[src/rtl/mem_access_ctrl.sv]
// Memory-stage access sequencer for the 16-bit-word data memory.
// Turns one pipeline request into one or two memory beats and owns the stack pointer.
module mem_access_ctrl #(
  parameter logic [31:0] SP_RESET = 32'h000F_FFFF
) (
  input  logic        clk,
  input  logic        rst_n,
  input  logic        i_req,
  input  logic [2:0]  i_op,
  input  logic [31:0] i_addr,
  input  logic [15:0] i_wdata,
  input  logic [31:0] i_pc,
  input  logic [15:0] i_flags,
  output logic        o_busy,
  output logic        o_done,
  output logic [31:0] o_rdata,
  output logic [15:0] o_rflags,
  output logic [31:0] o_sp,
  output logic        o_memRead,
  output logic        o_memWrite,
  output logic        o_en32,
  output logic        o_isStack,
  output logic [31:0] o_address,
  output logic [31:0] o_mem_wdata,
  input  logic [31:0] i_mem_rdata
);

  localparam logic [2:0] OpLdd  = 3'd0;
  localparam logic [2:0] OpStd  = 3'd1;
  localparam logic [2:0] OpPush = 3'd2;
  localparam logic [2:0] OpPop  = 3'd3;
  localparam logic [2:0] OpCall = 3'd4;
  localparam logic [2:0] OpRet  = 3'd5;
  localparam logic [2:0] OpInt  = 3'd6;
  localparam logic [2:0] OpRti  = 3'd7;

  localparam logic [31:0] SpDec1 = 32'hFFFF_FFFF;
  localparam logic [31:0] SpDec2 = 32'hFFFF_FFFE;
  localparam logic [31:0] SpInc1 = 32'h0000_0001;
  localparam logic [31:0] SpInc2 = 32'h0000_0002;

  typedef enum logic [2:0] {
    StIdle,
    StAcc1,
    StCap1,
    StAcc2,
    StCap2,
    StDone
  } state_e;

  // One memory beat: strobes, address, data and the SP step applied when it ends.
  typedef struct packed {
    logic        rd;
    logic        wr;
    logic        en32;
    logic        stk;
    logic [31:0] addr;
    logic [31:0] wdata;
    logic [31:0] delta;
  } beat_t;

  state_e      state_q;
  logic [2:0]  op_q;
  logic [15:0] flags_q;
  logic [31:0] sp_q;
  logic [31:0] delta_q;
  logic [31:0] rdata_q;
  logic [15:0] rflags_q;
  logic        busy_q;
  logic        done_q;
  logic        mem_read_q;
  logic        mem_write_q;
  logic        en32_q;
  logic        is_stack_q;
  logic [31:0] address_q;
  logic [31:0] mem_wdata_q;

  beat_t       b1;
  beat_t       b2;
  logic [31:0] sp_base;

  // Beat 1 is decoded straight from the request so it can be registered on the accept edge.
  always_comb begin
    b1 = '0;
    unique case (i_op)
      OpLdd: begin
        b1.rd   = 1'b1;
        b1.addr = i_addr;
      end
      OpStd: begin
        b1.wr    = 1'b1;
        b1.addr  = i_addr;
        b1.wdata = {16'b0, i_wdata};
      end
      OpPush: begin
        b1.wr    = 1'b1;
        b1.stk   = 1'b1;
        b1.addr  = sp_q;
        b1.wdata = {16'b0, i_wdata};
        b1.delta = SpDec1;
      end
      OpPop, OpRti: begin
        b1.rd    = 1'b1;
        b1.stk   = 1'b1;
        b1.addr  = sp_q;
        b1.delta = SpInc1;
      end
      OpCall, OpInt: begin
        b1.wr    = 1'b1;
        b1.en32  = 1'b1;
        b1.stk   = 1'b1;
        b1.addr  = sp_q;
        b1.wdata = i_pc;
        b1.delta = SpDec2;
      end
      OpRet: begin
        b1.rd    = 1'b1;
        b1.en32  = 1'b1;
        b1.stk   = 1'b1;
        b1.addr  = sp_q + SpInc2;
        b1.delta = SpInc2;
      end
      default: b1 = '0;
    endcase
  end

  // Beat 2 is loaded on the ACC1 edge (INT) or the CAP1 edge (RTI); in the ACC1 case
  // the SP written on that same edge has to be anticipated.
  always_comb begin
    b2      = '0;
    sp_base = (state_q == StAcc1) ? sp_q + delta_q : sp_q;
    if (op_q == OpInt) begin
      b2.wr    = 1'b1;
      b2.stk   = 1'b1;
      b2.addr  = sp_base;
      b2.wdata = {16'b0, flags_q};
      b2.delta = SpDec1;
    end else if (op_q == OpRti) begin
      b2.rd    = 1'b1;
      b2.en32  = 1'b1;
      b2.stk   = 1'b1;
      b2.addr  = sp_base + SpInc2;
      b2.delta = SpInc2;
    end
  end

  always_ff @(posedge clk or negedge rst_n) begin
    if (!rst_n) begin
      state_q     <= StIdle;
      op_q        <= OpLdd;
      flags_q     <= '0;
      sp_q        <= SP_RESET;
      delta_q     <= '0;
      rdata_q     <= '0;
      rflags_q    <= '0;
      busy_q      <= 1'b0;
      done_q      <= 1'b0;
      mem_read_q  <= 1'b0;
      mem_write_q <= 1'b0;
      en32_q      <= 1'b0;
      is_stack_q  <= 1'b0;
      address_q   <= '0;
      mem_wdata_q <= '0;
    end else begin
      unique case (state_q)
        StIdle: begin
          if (i_req) begin
            op_q        <= i_op;
            flags_q     <= i_flags;
            busy_q      <= 1'b1;
            mem_read_q  <= b1.rd;
            mem_write_q <= b1.wr;
            en32_q      <= b1.en32;
            is_stack_q  <= b1.stk;
            address_q   <= b1.addr;
            mem_wdata_q <= b1.wdata;
            delta_q     <= b1.delta;
            state_q     <= StAcc1;
          end
        end
        StAcc1: begin
          sp_q        <= sp_q + delta_q;
          mem_read_q  <= 1'b0;
          mem_write_q <= 1'b0;
          en32_q      <= 1'b0;
          is_stack_q  <= 1'b0;
          if (mem_read_q) begin
            state_q <= StCap1;
          end else if (op_q == OpInt) begin
            mem_write_q <= b2.wr;
            en32_q      <= b2.en32;
            is_stack_q  <= b2.stk;
            address_q   <= b2.addr;
            mem_wdata_q <= b2.wdata;
            delta_q     <= b2.delta;
            state_q     <= StAcc2;
          end else begin
            done_q  <= 1'b1;
            state_q <= StDone;
          end
        end
        StCap1: begin
          if (op_q == OpRti) begin
            rflags_q    <= i_mem_rdata[15:0];
            mem_read_q  <= b2.rd;
            en32_q      <= b2.en32;
            is_stack_q  <= b2.stk;
            address_q   <= b2.addr;
            delta_q     <= b2.delta;
            state_q     <= StAcc2;
          end else begin
            rdata_q <= (op_q == OpRet) ? i_mem_rdata : {16'b0, i_mem_rdata[15:0]};
            done_q  <= 1'b1;
            state_q <= StDone;
          end
        end
        StAcc2: begin
          sp_q        <= sp_q + delta_q;
          mem_read_q  <= 1'b0;
          mem_write_q <= 1'b0;
          en32_q      <= 1'b0;
          is_stack_q  <= 1'b0;
          if (mem_read_q) begin
            state_q <= StCap2;
          end else begin
            done_q  <= 1'b1;
            state_q <= StDone;
          end
        end
        StCap2: begin
          rdata_q <= i_mem_rdata;
          done_q  <= 1'b1;
          state_q <= StDone;
        end
        StDone: begin
          done_q  <= 1'b0;
          busy_q  <= 1'b0;
          state_q <= StIdle;
        end
        default: state_q <= StIdle;
      endcase
    end
  end

  assign o_busy      = busy_q;
  assign o_done      = done_q;
  assign o_rdata     = rdata_q;
  assign o_rflags    = rflags_q;
  assign o_sp        = sp_q;
  assign o_memRead   = mem_read_q;
  assign o_memWrite  = mem_write_q;
  assign o_en32      = en32_q;
  assign o_isStack   = is_stack_q;
  assign o_address   = address_q;
  assign o_mem_wdata = mem_wdata_q;

endmodule

[config.mk]
export PLATFORM = sky130hd
export DESIGN_NAME = mem_access_ctrl
export DESIGN_NICKNAME = d
export VERILOG_FILES = /design/src/rtl/mem_access_ctrl.sv
export SDC_FILE = /design/constraint.sdc
export NUM_CORES = 1
export LEC_CHECK = 0
export CAP_MARGIN = 30
export CORE_ASPECT_RATIO = 1.75
export CORE_MARGIN = 2
export CORE_UTILIZATION = 30
export CTS_BUF_LIST = sky130_fd_sc_hd__clkbuf_8
export DETAILED_ROUTE_END_ITERATION = 12
export DONT_BUFFER_PORTS = 1
export PLACE_DENSITY_LB_ADDON = 0.3
export SETUP_SLACK_MARGIN = 0.4
export SLEW_MARGIN = 20
export SYNTH_ARGS = -nofsm -noshare
export SYNTH_HDL_FRONTEND = slang
export SYNTH_SLANG_ARGS = --single-unit
[constraint.sdc]
create_clock -name clk -period 9.26 [get_ports clk]
set_input_delay 0.463 -clock clk [delete_from_list [all_inputs] [get_ports clk]]
set_output_delay 0.463 -clock clk [all_outputs]
set_load 0.005 [all_outputs]
# After elaboration in Yosys (flattened, before gate mapping)
# Index checks and enable logic that the tools add are counted.
# word_totals
regBits	204
in_bits	134
output_inout_bits	150
elab_cells	127
# op_classes
n_addsub	3
eq_ne	22
n_mux	57
reduce_logical	30
# ops
cell	count
two-way mux 32 bit	16
case mux 32 bit (3 select lines)	3
case mux 32 bit (2 select lines)	3
case mux 32 bit (4 select lines)	1
adder 32 x 2 -> 32 bit (second input constant)	2
adder 32 bit	1
equality test 3 bit (second input constant)	9
two-way mux 1 bit	23
case mux 3 bit (5 select lines)	1
equality test 3 x 2 -> 1 bit (second input constant)	4
two-way mux 3 bit	4
inequality test 2 bit (second input constant)	6
AND reduction 2 bit	5
AND reduction 5 bit	2
OR reduction 2 bit	5
nonzero test 3 bit	3
case mux 1 bit (4 select lines)	2
OR reduction 4 bit	2
equality test 3 x 1 -> 1 bit (second input constant)	2
logical NOT 3 bit	2
case mux 1 bit (3 select lines)	2
AND reduction 3 bit	2
nonzero test 2 bit	3
OR reduction 6 bit	1
8 further kinds	8

# Logic depth before layout (Yosys ltp)
# depth
word_depth	7
mapped_depth	16
depth_no_buf	14

# Least setup slack after synthesis
# No wires, ideal clock.
# synth_timing
path_type	flip-flop to flip-flop
start	register, netlist name delta_q[30]
end	register address_q[29], in the netlist o_address[29]
setup_time_ns	0.126
arrival_time_ns	3.801
t_required_ns	9.134
slack_ns	5.333
stages_incl_launch_ff	13
n_path_buf	1
period_less_slack_ns	3.927
cell_sequence	dfrtp_1 -> ha_1 -> o211ai_1 -> o211ai_2 -> and3_1 -> o31ai_4 -> nand4_2 -> or4b_1 -> buf_2 -> nor4_4 -> nand4_1 -> xnor2_1 -> a221o_1
# synth_lines
element	line	text
end signal: assignment	175	address_q <= b1.addr;
end signal: assignment	193	address_q <= b2.addr;
end signal: assignment	208	address_q <= b2.addr;
end: declaration	75	logic [31:0] address_q;

==> key figures <==
Run status
  – Result of the run: finished, violations left
  – Violated checks: negative hold slack

Setup path
  – Reg-to-reg slack, setup: 4800 ps
  – Crit-path max FO: 39
  – WS Path Type: reg2reg
  – R2r endpoint: o_address[29]
  – Max incr delay on CP: 710 ps
  – Crit path max-delay family: simple AND/OR/NAND/NOR gates
  – Crit path cell chain: buf_4, ha_1, a21oi_1, o21ai_0, a21oi_2, xor2_1, o21a_1, or4b_1, nor4_4, nand4_1, xnor2_1, a221o_1
  – Worst-case reg-to-reg path depth: 12
  – Worst path bufs/invs: 1
  – Worst Path Required: 9650 ps
  – Worst setup EP type: flip-flop
  – Slowest-stage cell, CP: or4b_1
  – Arr. time, crit path: 4860 ps
  – Critical R2R Launch: delta_q[30]
  – Startpoint types: flip-flop

Pwr
  – Sw Ratio: 52.8%
  – Logic pwr share: 55.8%
  – Max VDD drop: 161 uV
  – Leakage: 5.16 nW
  – Internal Power: 0.00231 W
  – Sw power: 0.00258 W
  – Clock power frac: 11.4%
  – Power share of the sequential group: 32.7%
  – Pwr/cell area: 389 nW/um^2

STA
  – RSZ-0062 raised after global routing: false
  – Period utilisation layout: 48.2%
  – Tmin final: 4460 ps
  – Max Slew Vio Count: 0
  – Final setup violation count: 0
  – Fmax: 224 MHz
  – Min Hold Slack: -59.0 ps
  – Clock skew: 15.5 ps
  – Fin Setup TNS: 0 ps
  – Slew at the pin with the worst max-slew slack: 1010 ps
  – Relative slew slack: 32.7%
  – Final hold vios: 13

Synthesis
  – Mux contribution to synthesized area: 5.55%
  – EDFF count, synth: 0
  – Avg Cell Area, Syn: 8.29 um^2
  – Cell Area, Synth: 11800 um^2
  – Async SR Flop Fraction: 100%
  – Synth Area in XOR/XNOR: 3.87%
  – Warnings, synthesis: 0
  – Synth Register Bits: 175
  – Simple-gate share of the synthesized area: 22.5%
  – Prevailing post-synth register cell: dfrtp_1
  – Area share of fa/ha/maj cells after synthesis: 3.67%
  – Cell variety after synth: 78
  – Compound-Gate Fraction of Synth Area: 22.8%
  – Syn_nets: 1589
  – Mapped Cells: 1421
  – Largest family of logic cells by synthesized area: compound AO/OA/AOI/OAI gates
  – Register area share after synthesis: 37.4%

CTS
  – CTS tree: done
  – Max Buffers Root-to-Sink: 2
  – Clk Tree Root Cell: clkbuf_8
  – CTS Hold Bufs: 1
  – # H-tree levels: 4
  – Clock-pin transition on the worst setup and hold timing paths: 120 ps
  – CTS sink count: 175
  – CTS buffer count: 17
  – Post-cts resize count: 0
  – Skew-Pair Late Insertion Delay: 500 ps
  – Setup Buffers After CTS: 0

Global route
  – First-pass GRT wire length: 67.3 mm
  – GRT overflow: 0
  – Gr usage total: 21.7%
  – Number of global-route vias before repair: 10871
  – Largest net degree at the start of global routing: 176
  – Initial antenna violation count: 1

Placement
  – Final GP Congestion: 0.938
  – Area after DPL: 12100 um^2
  – Dpl hpwl: 34.0 mm
  – Port bufs: 0

Floorplanning
  – Core area: 39000 um^2
  – Row cnt: 96
  – Initial Util: 30.2%
  – DIE AREA: 40900 um^2
  – Chip width: 154 um
  – Die height: 266 um
  – I/O Pins: 284

Drt
  – Via density per instance: 5.80
  – Drt first pass iters: 7
  – DRT Wirelength: 45.1 mm
  – Vias: 10802
  – DRC: 0
  – DRC violation total after the first TritonRoute iteration: 634
  – Antenna viol nets, final: 0
  – Wire per inst: 24.2 um

Cells and area
  – Final net count: 1525
  – Share of post-route cells with drive strength above 1: 10.5%
  – Area Overhead vs Synth: 6.68%
  – Design Area, Final: 12600 um^2

Job
  – Max-cap violation count: 0

Worst hold path
  – HP Class: in2async
worst max path at each step:
| stage | from | to | cells after the start | slack, ps |
|---|---|---|---|---|
| 2_1_floorplan | delta_q[30] | o_address[29] | 12 | 5330 |
| 3_3_place_gp | delta_q[30] | o_address[29] | 12 | 4890 |
| 3_5_place_dp | delta_q[30] | o_address[29] | 12 | 4840 |
| 4_1_cts | delta_q[30] | o_address[29] | 12 | 4830 |
| 5_1_grt | delta_q[30] | o_address[30] | 12 | 4520 |
| 6_report | delta_q[30] | o_address[29] | 12 | 4800 |
placed cells by master (no fill, tap or decap), types with 8 or more instances in the layout:
cell	count
o31ai_1	10
nor4_1	11
mux2_2	43
xnor2_1	32
dfstp_2	20
buf_4	19
nand3_1	53
a211oi_1	21
a21oi_1	94
a31oi_1	8
nor3_1	27
clkbuf_8	17
o21a_1	19
o21ai_0	128
dfrtp_1	155
inv_1	13
ha_1	33
and3_1	31
and2_1	14
o22ai_1	22
a22oi_1	10
a221oi_1	21
xor2_1	20
mux2i_1	17
nand4_1	22
nor3b_1	9
a21o_1	13
nor2_1	65
o211ai_1	16
or3_1	9
nand2_1	276
registers in the layout (all words and copies together), names as in the netlist, 3 cells and up:
register     flops
o_sp            32
delta_q          3
o_mem_wdata     32
state_q          3
o_rflags        16
flags_q         16
op_q             3
o_address       32
o_rdata         32
kinds of logic after synthesis:
logic type / after synthesis
mux: 60
xor+xnor: 52
compound gates: 418
fa+ha+maj: 34
buf+inv: 119
flops: 175
simple gates: 563
power by group through the flow:
stage               sequential [W]  combinational (W)  clock (W)
finish                     0.00160            0.00273   0.000560
global route               0.00165            0.00303   0.000609
CTS                        0.00160            0.00273   0.000586
detailed placement         0.00162            0.00270          0
global placement           0.00161            0.00267          0
floorplan                  0.00139            0.00209          0
synth_stat cells (all sizes together) (6+ instances only):
cell type,count,area [um^2]
or3,9,56.3
and2,14,87.6
nor3b,10,75.1
nand2,278,1040
inv,14,52.6
dfstp,20,526
or4,7,56.3
nand3,54,275
buf,21,123
nor4,12,90.1
o211ai,18,145
xor2,20,175
dfrtp,155,3880
xnor2,32,280
clkbuf,83,314
o21a,19,143
nor2,67,251
a21o,13,97.6
a211o,6,52.6
nor4b,6,52.6
a21oi,96,488
a22oi,10,75.1
and3,32,205
o21ai,130,654
a211oi,24,195
ha,33,413
o22ai,22,138
mux2i,17,170
a221oi,21,184
mux2,43,484
o31ai,12,118
a31oi,8,50.1
nand4,24,163
nor3,28,140
layout make-up:
class                      count  area (um^2)
clock inverter                15          170
inverter                      15         56.3
clock buffer                  17          234
sequential                   175         4400
fill                        4083        26500
multi-input combinational   1127         6910
antenna                        1         2.50
timing repair buffer          21          181
tap                          490          613
through the flow:
step	std cells	hold slack [ps]	power (W)	setup WS (ps)	util [%]
2_1_floorplan	1421	167	0.00348	5330	-
3_3_place_gp	1824	176	0.00428	4890	31.0
3_5_place_dp	1827	176	0.00433	4840	31.1
4_1_cts	1860	18.2	0.00492	4830	32.2
5_1_grt	1861	12.8	0.00529	4520	32.2
6_report	1861	-59.0	0.00490	4800	32.2
per-layer routing:
layer	global-route usage [%]	part of all wire [%]
met2	40.6	53
met4	14.4	6.7
met1	21.7	35
met5	0	0
met3	4.12	5.6
worst register-to-register path: stages (launching register included):
cell,delay [ps]
dfrtp_1,340
buf_4,420
ha_1,390
a21oi_1,340
o21ai_0,160
a21oi_2,370
xor2_1,150
o21a_1,250
or4b_1,710
nor4_4,590
nand4_1,190
xnor2_1,170
a221o_1,310
Note: power is estimated with default switching activity, not from simulation.
